**config.mk**
```make
export PLATFORM = sky130hd
export DESIGN_NAME = fpu_arbiter
export DESIGN_NICKNAME = d
export VERILOG_FILES = /design/src/rtl/fpu_arbiter.sv
export SDC_FILE = /design/constraint.sdc
export NUM_CORES = 1
export LEC_CHECK = 0
export CORE_MARGIN = 2
export CORE_UTILIZATION = 45
export DETAILED_ROUTE_END_ITERATION = 6
export GPL_ROUTABILITY_DRIVEN = 0
export PLACE_DENSITY_LB_ADDON = 0.15
export SYNTH_ARGS = -nofsm -noshare
export SYNTH_HDL_FRONTEND = slang
export SYNTH_SLANG_ARGS = --single-unit
export TNS_END_PERCENT = 50
```
**constraint.sdc**
```tcl
create_clock -name clk -period 3.5 [get_ports clk]
set_input_delay 0.35 -clock clk [delete_from_list [all_inputs] [get_ports clk]]
set_output_delay 0.35 -clock clk [all_outputs]
set_load 0.005 [all_outputs]
```
**src/rtl/fpu_arbiter.sv**
```systemverilog
// fpu_arbiter
//    Lets two requesters share one fpu. Arbitration is round-robin. The
//    arbiter latches the winning request's operands, runs the fpu handshake
//    (fpu_en / fpu_done) and sends the result back to that requester.
//    Opcodes that are not float operations are rejected without reaching the
//    fpu. Every fpu operation is bounded by a timeout. A timeout marks the fpu
//    as hung until the next reset, and every later request is then rejected.
//
// Ports
//    clk, reset              clock; asynchronous active-high reset
//    req[1:0]                level request per requester, held until ack
//    op1_i/op2_i/instr_i     operands and opcode of requester i (i = 0, 1)
//    ack[1:0]                one-cycle pulse: operands of requester i captured
//    rsp_valid[1:0]          one-cycle pulse: rsp_data/rsp_err belong to i
//    rsp_data, rsp_err       response word, and the error flag
//                            (illegal opcode, timeout or hung fpu)
//    fpu_hung                sticky timeout flag
//    fpu_en, fpu_op1/op2/instr, fpu_result, fpu_done
//                            interface to the shared fpu
//
// state | meaning
// ------+--------------------------------------------------------------
// IDLE  | arbitrate, latch the winner, pulse ack
// ISSUE | first fpu_en cycle; fpu_done is ignored (may be stale)
// WAIT  | fpu_en held; wait for fpu_done or for the timeout
// RESP  | fpu_en low; rsp_valid for the winner is registered

module fpu_arbiter #(
   parameter int TIMEOUT = 64
) (
   input  logic        clk,
   input  logic        reset,
   input  logic [1:0]  req,
   input  logic [15:0] op1_0,
   input  logic [15:0] op2_0,
   input  logic [4:0]  instr_0,
   input  logic [15:0] op1_1,
   input  logic [15:0] op2_1,
   input  logic [4:0]  instr_1,
   output logic [1:0]  ack,
   output logic [1:0]  rsp_valid,
   output logic [15:0] rsp_data,
   output logic        rsp_err,
   output logic        fpu_hung,
   output logic        fpu_en,
   output logic [15:0] fpu_op1,
   output logic [15:0] fpu_op2,
   output logic [4:0]  fpu_instr,
   input  logic [15:0] fpu_result,
   input  logic        fpu_done
);

   localparam int TW = (TIMEOUT > 2) ? $clog2(TIMEOUT) : 1;
   localparam logic [TW-1:0] T_LAST = TW'(TIMEOUT - 1);

   localparam logic [4:0] OP_FIRST = 5'h11;
   localparam logic [4:0] OP_LAST  = 5'h16;

   typedef enum logic [1:0] {
      IDLE  = 2'd0,
      ISSUE = 2'd1,
      WAIT  = 2'd2,
      RESP  = 2'd3
   } state_t;

   state_t         state;
   state_t         state_nxt;
   logic           last_grant;
   logic           cur_grant;
   logic           grant;
   logic [TW-1:0]  timer;
   logic [15:0]    sel_op1;
   logic [15:0]    sel_op2;
   logic [4:0]     sel_instr;
   logic           sel_legal;
   logic           issue_ok;

   // Round-robin: a lone requester always wins. When both request, the one
   // that did not win last time wins.
   always_comb begin
      grant = 1'b0;
      if (req == 2'b01) begin
         grant = 1'b0;
      end else if (req == 2'b10) begin
         grant = 1'b1;
      end else begin
         grant = ~last_grant;
      end
   end

   always_comb begin
      sel_op1   = grant ? op1_1   : op1_0;
      sel_op2   = grant ? op2_1   : op2_0;
      sel_instr = grant ? instr_1 : instr_0;
   end

   assign sel_legal = (sel_instr >= OP_FIRST) && (sel_instr <= OP_LAST);
   assign issue_ok  = sel_legal && !fpu_hung;

   always_ff @(posedge clk or posedge reset) begin
      if (reset) begin
         state <= IDLE;
      end else begin
         state <= state_nxt;
      end
   end

   always_comb begin
      state_nxt = state;
      fpu_en    = 1'b0;
      case (state)
         IDLE: begin
            if (req != 2'b00) begin
               state_nxt = issue_ok ? ISSUE : RESP;
            end
         end
         ISSUE: begin
            fpu_en    = 1'b1;
            state_nxt = WAIT;
         end
         WAIT: begin
            fpu_en = 1'b1;
            if (fpu_done || (timer == T_LAST)) begin
               state_nxt = RESP;
            end
         end
         RESP: begin
            state_nxt = IDLE;
         end
         default: begin
            state_nxt = IDLE;
         end
      endcase
   end

   always_ff @(posedge clk or posedge reset) begin
      if (reset) begin
         ack        <= 2'b00;
         rsp_valid  <= 2'b00;
         rsp_data   <= 16'h0000;
         rsp_err    <= 1'b0;
         fpu_hung   <= 1'b0;
         fpu_op1    <= 16'h0000;
         fpu_op2    <= 16'h0000;
         fpu_instr  <= 5'h00;
         last_grant <= 1'b1;
         cur_grant  <= 1'b0;
         timer      <= '0;
      end else begin
         ack       <= 2'b00;
         rsp_valid <= 2'b00;
         case (state)
            IDLE: begin
               if (req != 2'b00) begin
                  ack        <= grant ? 2'b10 : 2'b01;
                  cur_grant  <= grant;
                  last_grant <= grant;
                  fpu_op1    <= sel_op1;
                  fpu_op2    <= sel_op2;
                  fpu_instr  <= sel_instr;
                  // A rejected op skips the fpu. Its error response is
                  // loaded here so that it is ready when RESP pulses.
                  if (!issue_ok) begin
                     rsp_err  <= 1'b1;
                     rsp_data <= 16'h0000;
                  end
               end
            end
            ISSUE: begin
               timer <= '0;
            end
            WAIT: begin
               if (fpu_done) begin
                  rsp_data <= fpu_result;
                  rsp_err  <= 1'b0;
               end else if (timer == T_LAST) begin
                  rsp_data <= 16'h0000;
                  rsp_err  <= 1'b1;
                  fpu_hung <= 1'b1;
               end else begin
                  timer <= timer + 1'b1;
               end
            end
            RESP: begin
               // The pulse is registered, so it appears in the cycle after
               // RESP. rsp_data/rsp_err already hold the final values.
               rsp_valid <= cur_grant ? 2'b10 : 2'b01;
            end
            default: begin
            end
         endcase
      end
   end

endmodule
```
# [After elaboration in Yosys (flattened, before gate mapping)]
# Cells that the tools add are included.
[word_totals] ff_bits=69 inputBits=95 word_cells=71 out_inout_bits=60
[op_classes] mux=28 bitwise_logic=2 n_addsub=1 eq_ne=12 n_reduce_logical=14 magnitude_cmp=2
[op_table] cell="$mux W16" n=6
[op_table] cell="$pmux W16 S2" n=1
[op_table] cell="$mux W2" n=8
[op_table] cell="$mux W6" n=2
[op_table] cell="$pmux W6 S2" n=1
[op_table] cell="$ne A2 B2 Y1 const B" n=5
[op_table] cell="$pmux W2 S4" n=1
[op_table] cell="$mux W1" n=7
[op_table] cell="$add A6 B1 Y6 const B" n=1
[op_table] cell="$eq A2 B2 Y1 const B" n=3
[op_table] cell="$eq A6 B6 Y1 const B" n=1
[op_table] cell="$reduce_and A3 Y1" n=2
[op_table] cell="$reduce_bool A2 Y1" n=3
[op_table] cell="$ge A5 B5 Y1 const B" n=1
[op_table] cell="$le A5 B5 Y1 const B" n=1
[op_table] cell="$mux W5" n=1
[op_table] cell="$eq A2 B1 Y1 const B" n=2
[op_table] cell="$reduce_and A2 Y1" n=2
[op_table] cell="$reduce_and A4 Y1" n=1
[op_table] cell="$ne A3 B3 Y1 const B" n=1
[op_table] cell="$logic_and A1 B1 Y1" n=2
[op_table] cell="$logic_not A2 Y1" n=1
[op_table] cell="$not A1 Y1" n=2
[op_table] cell="$pmux W1 S2" n=1
[op_table] cell="other kinds (3)" n=3

# [Logic depth before layout (Yosys ltp)]
# Gate-level depths: netlist of run 1.
[depth] depth_word=10 mapped_depth=10 ltp_nobuf=8

# [Least setup slack after synthesis of run 1]
# No wires, ideal clock.
[synth_timing] path_kind="reg-to-reg" start="register state[0]" end="register rsp_data[0]" setup_ps=126 path_buffers=2 setup_slack_ps=1354 stages_incl_launch_ff=11 arrival_ps=2020 path_cell_list="dfrtp_1 -> inv_1 -> ha_1 -> nor2b_1 -> o21ai_0 -> nand2_1 -> or2_2 -> buf_1 -> clkbuf_1 -> a32oi_1 -> o21ai_1"
[synth_between] elab_chain_len=3
[synth_lines] element="start: declaration" line_no="66" rtl="state_t state;"
[synth_lines] element="start signal: assignment" line_no="104" rtl="state <= state_nxt;"
[synth_lines] element="$eq A2 B2 Y1 or $logic_not A2 Y1 (tied branches)" line_no="152" rtl="case (state)"
[synth_lines] element="$ne A3 B3 Y1 (no source line) (tied with other cells)"
[synth_lines] element="$reduce_and A4 Y1 (no source line)"
[synth_lines] element="end signal: assignment" line_no="174" rtl="rsp_data <= fpu_result;"
[synth_lines] element="end: declaration" line_no="42" rtl="output logic [15:0] rsp_data,"
# Several ways; a longest one is shown, not always the timed one.
# A chain may end at the register's enable or synchronous reset.

# [Worst setup path after layout of run 1]
[layout_timing] start="input req[0]" end="register rsp_data[5]"
[layout_between] elab_chain_len=9
[layout_lines] element="start: declaration" line_no="33" rtl="input logic [1:0] req,"
[layout_lines] element="$eq A2 B2 Y1" line_no="84" rtl="end else if (req == 2'b10) begin"
[layout_lines] element="$mux W1" line_no="84"
[layout_lines] element="$mux W1" line_no="82" rtl="if (req == 2'b01) begin"
[layout_lines] element="$mux W5" line_no="94" rtl="sel_instr = grant ? instr_1 : instr_0;"
[layout_lines] element="$ge A5 B5 Y1 or $le A5 B5 Y1 (tied branches)" line_no="97" rtl="assign sel_legal = (sel_instr >= OP_FIRST) && (sel_instr <= OP_LAST);"
[layout_lines] element="$logic_and A1 B1 Y1" line_no="97"
[layout_lines] element="$logic_and A1 B1 Y1" line_no="98" rtl="assign issue_ok = sel_legal && !fpu_hung;"
[layout_lines] element="$ne A2 B2 Y1 (no source line)"
[layout_lines] element="$reduce_and A4 Y1 (no source line) (*)"
# Mark *: on every way between the ends. The rest lies on a longest branch, timed or not.

==> results of run 1 <==
routing by layer:
layer  share of wire [%]  GRT usage, %  vias to the layer above
met4                 1.9          8.84                        0
li1                    -             -                     1561
met5                   0             0                        -
met1                  39          28.8                     1554
met3                 9.8          8.05                       14
met2                  50          39.4                      149
cell families after synthesis:
kind of cell / share of synthesized area [%]
xor gates and xnor gates: 0.769
and+or+nand+nor: 15.2
adders and majority gates: 1.83
AOI/OAI and AO/OA: 18.9
muxes: 6.74
buffers and inverters: 5.97
DFF: 50.6
final cells by class:
class	instances	area, µm²	share of cell area [%]
sequential	69	1730	33.0
timing repair buffer	163	1620	31.0
multi-input combinational	243	1500	28.6
clock buffer	15	176	3.37
tap	99	124	2.37
inverter	21	78.8	1.51
clock inverter	1	5.00	0.0957
where the power goes:
part | switching [mW] | internal [mW] | total, mW
Combinational | 0.897 | 1.02 | 1.92
Sequential | 0.240 | 1.15 | 1.39
Clock | 0.282 | 0.316 | 0.598
path summary, 6_finish.rpt:
| kind | from | endpoint | depth (start not counted) |
|---|---|---|---|
| min reg2reg | cur_grant | rsp_valid[0] | 1 |
| max | req[0] | rsp_data[5] | 8 |
| max in group asynchronous | reset | rsp_data[9] | 3 |
| min | cur_grant | rsp_valid[0] | 1 |
| max reg2reg | state[0] | rsp_data[5] | 6 |
| min in group asynchronous | reset | fpu_instr[0] | 2 |
flip-flops by register name, indices dropped and copies added (netlist names):
signal / cells
ack: 2
cur_grant: 1
fpu_hung: 1
fpu_instr: 5
fpu_op1: 16
fpu_op2: 16
last_grant: 1
rsp_data: 16
rsp_err: 1
rsp_valid: 2
state: 2
timer: 6
per-stage QoR:
| step | total power, mW | instance area [µm²] | hold slack, ns | std cells | util [%] |
|---|---|---|---|---|---|
| floorplan | 2.31 | 3420 | 0.417 | 359 | - |
| global placement | 3.26 | 5050 | 0.427 | 595 | 69.2 |
| detailed placement | 3.34 | 5050 | 0.458 | 595 | 69.2 |
| CTS | 3.95 | 5230 | 0.468 | 611 | 71.7 |
| global route | 4.21 | 5230 | 0.492 | 611 | 71.7 |
| finish | 3.91 | 5230 | 0.462 | 611 | 71.7 |
cell usage in the layout, fill, tap and decap left out, types with 5 or more instances in the layout:
master           instances
buf_4                    8
a22oi_1                 14
a32oi_1                 17
inv_1                   20
clkdlybuf4s50_1        154
nand2b_1                 5
mux2i_1                 23
ha_1                     5
clkbuf_8                12
nor3_1                  17
nand3_1                 20
nor2b_1                  5
o21ai_1                 10
dfrtp_1                 68
nor2_1                   9
nand2_1                 46
o21ai_0                 45
critical path: cells and delay by family:
kind            cells  cell delay (ns)
simple gates        3             0.91
compound gates      3             0.61
buf+inv             2             0.96
==> results_dict.tcl, run 1 <==
set metrics [dict create \
    outcome "completed" \
    dpl.hpwl_um 7060 \
    grt_use_total_pct 23.8 \
    rsz0062_at_grt "no" \
    p_leak_nw 2.19 \
    synth_most_common_cell "dfrtp_1" \
    crit_fanout 28 \
    min_path_type "reg -> reg" \
    ant_nets 0 \
    synthFlopType "dfrtp_1" \
    cts_tree "done" \
    cp_slowest_cell "clkdlybuf4s50_1" \
    io_pins 155 \
    h-tree-depth 3 \
    synth_edf_count 0 \
    synthArstFlopShare_pct 100 \
    vias_per_cell 5.36 \
    synth_cell_type_count 36 \
    cts_buffers 9 \
    power_density_mw_per_mm2 748 \
    cts_max_path_buffers 2 \
    syn_avg_cell_area_um2 9.52 \
    fp.coreArea_mm2 0.00729 \
    die_w_um 91.1 \
    min_period_ns 2.65 \
    clkSinkCount 69 \
    setup_viol 0 \
    pre_cts_ws_ns 0.478 \
    post-route-period-util_pct 75.6 \
    cts_hold_buf 0 \
    diodes 0 \
    maxCapViolCount 0 \
    drc 0 \
    nNetsFinal 607 \
    tightest_slew_ns 0.783 \
    drive_gt1_share_pct 6.25 \
    fp-row-count 31 \
    gr-total-overflow 0 \
    maxSlewHeadroom_pct 47.7 \
    die_y_um 91.1 \
    drt-initial-drc-count 176 \
    synthesis.area_mm2 0.00342 \
    syn_inst 359 \
    synth.area.top_cells "dfrtp_1 50%, mux2i_1 6.7%, o21ai_0 6.6%" \
    max_stage_delay_ns 0.59 \
    syn-num-nets 459 \
    dr.pass1.iters 4 \
    io_buffer_count 154 \
    irDropWorstVdd_uv 337 \
    area_growth_pct 53.1 \
    path_cells "clkdlybuf4s50_1 > nand2b_1 > o21a_4 > buf_4 > o221ai_2 > nor2_1 > and3_1 > o21ai_0" \
    post_cts_resized 0 \
    grt_max_degree 37 \
    synth_top_area_cell "dfrtp_1" \
    synth_top_cells_by_count "68 x dfrtp_1, 46 x nand2_1, 45 x o21ai_0, 23 x mux2i_1, 21 x inv_1" \
    path_class "in -> reg" \
    antenna_found_initial 0 \
    r2r_slack_ns 1.07 \
    vias 3278 \
    yosysTopAreaCellShare_pct 49.8 \
    worstPathArrival_ns 2.83 \
    fin_setup_tns_ns 0 \
    grt_pass1_vias 3311 \
    wire_per_inst_um 15.7 \
    die_area_mm2 0.00831 \
    drt_wl_total_um 9610 \
    final_max_slew_viol_count 0 \
    fmax_mhz 378 \
    cts_setup_buffers 0 \
    setup_ws_ns 0.852 \
    cp-end-kind "flip-flop" \
    cts_root_buffer "clkbuf_8" \
    worstSetupStartpointType "primary input" \
    ys_seq_area_share_pct 50.6 \
    hold_viol 0 \
    fill_cells 592 \
    yosysWarnings 0 \
    clk_latency_ns 0.33 \
    crit_required_ns 3.68 \
    grt_first_pass_wirelength_um 15800 \
    path_clk_slew_ns 0.07 \
    initial_core_util_pct 46.9 \
    ys_seq_elements 69 \
    fin_worst_skew_ns 0.00688 \
]
(Power assumes the default switching activity.)
==> inputs of run 2 (changes only) <==
--- a/config.mk
+++ b/config.mk
@@ -6,7 +6,7 @@
 export NUM_CORES = 1
 export LEC_CHECK = 0
 export CORE_MARGIN = 2
-export CORE_UTILIZATION = 45
+export CORE_UTILIZATION = 38
 export DETAILED_ROUTE_END_ITERATION = 6
 export GPL_ROUTABILITY_DRIVEN = 0
 export PLACE_DENSITY_LB_ADDON = 0.15
==> constraint.sdc (replaced) <==
create_clock -name clk -period 2.39 [get_ports clk]
set_input_delay 0.239 -clock clk [delete_from_list [all_inputs] [get_ports clk]]
set_output_delay 0.239 -clock clk [all_outputs]
set_load 0.005 [all_outputs]
==> run 2 against run 1 <==
Largest power group unchanged; hold slack got worse by 0.28 ns; critical endpoint is now rsp_data[2]; combinational power rose by 50%; clock power rose by 69%; sequential power rose by 45%.
==> results_dict.tcl, run 2 (same netlist as run 1, synthesis figures left out) <==
set metrics [dict create \
    layout_commonest_cell "clkdlybuf4s50_1" \
    io_buffer_count 154 \
    initial_core_util_pct 39.2 \
    timing.rr.end "rsp_data[2]" \
    drive_gt1_share_pct 8.06 \
    vias 3194 \
    grt_first_pass_wirelength_um 15800 \
    final_max_slew_viol_count 0 \
    maxSlewHeadroom_pct 56.7 \
    path_clk_slew_ns 0.08 \
    swShare_pct 35.6 \
    worstPathArrival_ns 2.34 \
    gr-total-overflow 0 \
    finalHoldWorstSlack_ns 0.185 \
    p_int_mw 3.81 \
    cts_setup_buffers 0 \
    h-tree-depth 3 \
    crit_required_ns 2.60 \
    antenna_found_initial 0 \
    fin_setup_tns_ns 0 \
    cp-end-kind "flip-flop" \
    p_leak_nw 2.24 \
    die_y_um 98.8 \
    fmax_mhz 469 \
    seqPwrFrac_pct 34.2 \
    switching_power_mw 2.11 \
    drc 0 \
    worstSetupStartpointType "flip-flop" \
    area_growth_pct 55.7 \
    fp.coreArea_mm2 0.00872 \
    maxCapViolCount 0 \
    fin_worst_skew_ns 0.00656 \
    clk_latency_ns 0.33 \
    final_cell_mix "154 x clkdlybuf4s50_1, 68 x dfrtp_1, 46 x nand2_1" \
    drt_wl_total_um 9730 \
    tightest_slew_ns 0.649 \
    reg_top3 "fpu_op1 (16), fpu_op2 (16), rsp_data (16)" \
    die_w_um 98.8 \
    nNetsFinal 616 \
    die_area_mm2 0.00977 \
    p_clk_share_pct 17.1 \
    dpl.hpwl_um 7330 \
    power_density_mw_per_mm2 1110 \
    diodes 0 \
    ant_nets 0 \
    r2r_cells 8 \
    path_class "reg -> reg" \
    post-route-period-util_pct 89.2 \
    r2r_slack_ns 0.26 \
    crit_fanout 17 \
    cts_buffers 9 \
    grt_max_degree 46 \
    grt_pass1_vias 3330 \
    grt_use_total_pct 20.3 \
    setup_viol 0 \
    io_pins 155 \
    cts_max_path_buffers 2 \
    irDropWorstVdd_uv 405 \
    p_comb_share_pct 48.6 \
    cts_tree "done" \
    dr.pass1.iters 4 \
    drt-initial-drc-count 95 \
    outcome "completed" \
    crit-reg2reg-launch "state[0]" \
    cts_root_buffer "clkbuf_8" \
    fp-row-count 34 \
    wire_per_inst_um 15.5 \
    vias_per_cell 5.08 \
    min_path_type "in -> async" \
    min_period_ns 2.13 \
    rsz0062_at_grt "no" \
    hold_viol 0 \
    clkSinkCount 69 \
]
run 2: changes by cell type in the layout (fill, tap and decap cells not counted):
cell       change
o21ai_1        +1
clkbuf_8       -3
bufinv_16      +2
clkbuf_1       -1
o21ai_0        -1
buf_12         -1
buf_4         +10
clkinv_2       +2
run 2: power by group through the flow:
stage                     Combinational, mW  Clock, mW  Sequential [mW]
final                                  2.88       1.01             2.02
after global routing                   3.17       1.09             2.09
after CTS                              2.91       1.03             2.03
after detailed placement               2.90          0             2.05
after global placement                 2.84          0             2.03
after floorplan                        1.35          0             2.03
run 2: per-stage QoR:
stage                     std cells  area, µm²  setup WS, ns  total power [mW]  util (%)
final                           629       5320         0.257              5.92      61.0
after global routing            629       5320        0.0590              6.36      61.0
after CTS                       629       5320         0.134              5.98      61.0
after detailed placement        613       5110        0.0273              4.95      58.7
after global placement          613       5110        0.0902              4.87      58.7
after floorplan                 359       3420         0.244              3.38         -
run 2: timing repair:
action                                  in CTS  in global routing
endpoints found under the setup margin       0                 17
hold buffers                                 0                  0
resized for setup                            0                  1
run 2: critical path, stage by stage, from the launching register on:
cell and delay (ns):
dfrtp_1 0.38, inv_1 0.09, ha_1 0.21, nor2b_1 0.16
o21ai_1 0.20, nand2_1 0.19, or2_2 0.47, a32oi_1 0.19
o21ai_0 0.11
run 2: layout make-up:
cell class              count  area (µm²)
inverters                  21        78.8
clock buffers              11         131
flip-flops and latches     69        1730
multi-input cells         243        1500
clock inverters             5        75.1
repair buffers            172        1680
well taps                 108         135
fillers                   760        3400
run 2: metal layers:
layer / global-route usage, % / up-vias / share of wire [%]
li1: - / 1578 / -
met1: 23.9 / 1475 / 39
met2: 34.2 / 128 / 49
met3: 7.38 / 13 / 9.5
met4: 7.48 / 0 / 1.7
met5: 0 / - / 0
run 2: worst max-delay path by stage:
stage               startpoint          end  slack [ns]  cells after the start
floorplan             state[0]  rsp_data[0]        0.24                     10
global placement        req[1]  rsp_data[2]        0.09                      8
detailed placement      req[1]  rsp_data[2]        0.03                      8
CTS                   timer[0]  rsp_data[2]        0.13                      7
global route          timer[0]  rsp_data[4]        0.06                      7
finish                state[0]  rsp_data[2]        0.26                      8
==> RTL change (flow settings as in run 1) <==
The parameter `TIMEOUT` goes from 64 to 256.
--- a/src/rtl/fpu_arbiter.sv
+++ b/src/rtl/fpu_arbiter.sv
@@ -28,3 +28,3 @@
 module fpu_arbiter #(
-   parameter int TIMEOUT = 64
+   parameter int TIMEOUT = 256
 ) (
Behaviour: same outputs for any inputs over 4 cycles, from zero or initial values and one cycle with reset high; that may be too few to reach the edited logic, so the function may still have changed.
==> RTL change against run 1 <==
Clock skew increased by 4.1 ps. Synthesized area increased by 5.1%. Final area increased by 3.9%. Total power increased by 4.4%. Cell count increased by 2.6%. Sequential cell count increased by 2. Routed wire length decreased by 3.7%. Fmax decreased by 3.6%. Global-route usage decreased by 0.99 points. Worst setup slack got worse by 100 ps. Combinational power increased by 3%. Critical path type unchanged. Largest power group unchanged. Highest routed layer unchanged.
==> RTL change: results (changes against run 1) <==
| Metric | Value |
|---|---|
| Routed WL | 9258 um (was 9610 um) |
| FILL cells | 588 (was 592) |
| Syn Nets | 471 (was 459) |
| Min Hold Slack | 401.6 ps (was 462.1 ps) |
| DRT iter0 DRCs | 157 (was 176) |
| Top post-synthesis cells by count | dfrtp_1, nand2_1, o21ai_0 (unchanged) |
| Cell family with most CP delay | simple AND/OR/NAND/NOR gates (was buffers and inverters) |
| Multi-input gates | 252 (was 243) |
| Sequential share of the synthesized area | 0.4951 (was 0.5057) |
| Largest net degree at the start of global routing | 76 (was 37) |
| Non-Clock Buffer Count | 164 (was 163) |
| Seq cells | 71 (was 69) |
| NonClk Buf Share | 0.2976 (was 0.3100) |
| P_comb | 1.97 mW (was 1.92 mW) |
| Worst path slowest cell | and3_1 (was clkdlybuf4s50_1) |
| Multiplexer share of the synthesized area | 0.1031 (was 0.06737) |
| Routed met3 length | 848 um (was 941 um) |
| Average wire per standard cell | 14.77 um (was 15.73 um) |
| Switching power | 1.456 mW (was 1.419 mW) |
| Register area | 1778 um^2 (was 1728 um^2) |
| Worst hold-check path type | input pin to asynchronous set/reset pin (was register to register) |
| Placed Instances | 611 (was 595) |
| Met1 GRT Util | 0.2936 (was 0.2877) |
| Actual slew at the worst max-slew pin | 890.4 ps (was 782.8 ps) |
| Largest cells by area after synthesis | dfrtp_1, mux2i_1, o21ai_0, nand2_1, a32oi_1 (unchanged) |
| Post-Synth XOR/XNOR Area | 0.01220 (was 0.007689) |
| First-pass GRT wire length | 15590 um (was 15810 um) |
| Layout cell share with drive strength beyond 1 | 0.07619 (was 0.06250) |
| Clkbuf count | 11 (was 15) |
| Reg2reg setup slack | 1020 ps (was 1070 ps) |
| Grt met3 use | 0.07172 (was 0.08050) |
| Overall routing resource usage | 0.2280 (was 0.2379) |
| Status | finished clean (unchanged) |
| Met2 usage | 0.3699 (was 0.3944) |
| Pleak | 2.331 nW (was 2.191 nW) |
| Post-layout nets | 620 (was 607) |
-- RTL change: cell types whose count changed after synthesis, moves of 3 or more --
cell / before / now
o21ai_1: 11 / 7
o21ai_2: 0 / 9
nand3_1: 20 / 23
nand2_1: 46 / 43
a22oi_1: 14 / 0
xnor2_1: 0 / 3
mux2i_1: 23 / 37
nor2_1: 9 / 16
or2_2: 3 / 0
-- RTL change: path summary, 6_finish.rpt --
| kind | end | cells after the start | startpoint |
|---|---|---|---|
| max | rsp_data[6] | 8 | req[0] |
| min | fpu_op1[12] | 2 | reset |
| max reg2reg | rsp_data[6] | 6 | last_grant |
| min reg2reg | rsp_valid[0] | 1 | cur_grant |
| max in group asynchronous | rsp_data[2] | 3 | reset |
| min in group clk | rsp_valid[0] | 1 | cur_grant |
-- RTL change: stage by stage --
step,instance area (um^2),worst slack (ps)
floorplan,3591,1355
global placement,5219,495.6
detailed placement,5219,404.4
CTS,5433,748.1
global route,5433,540.3
finish,5433,752.6
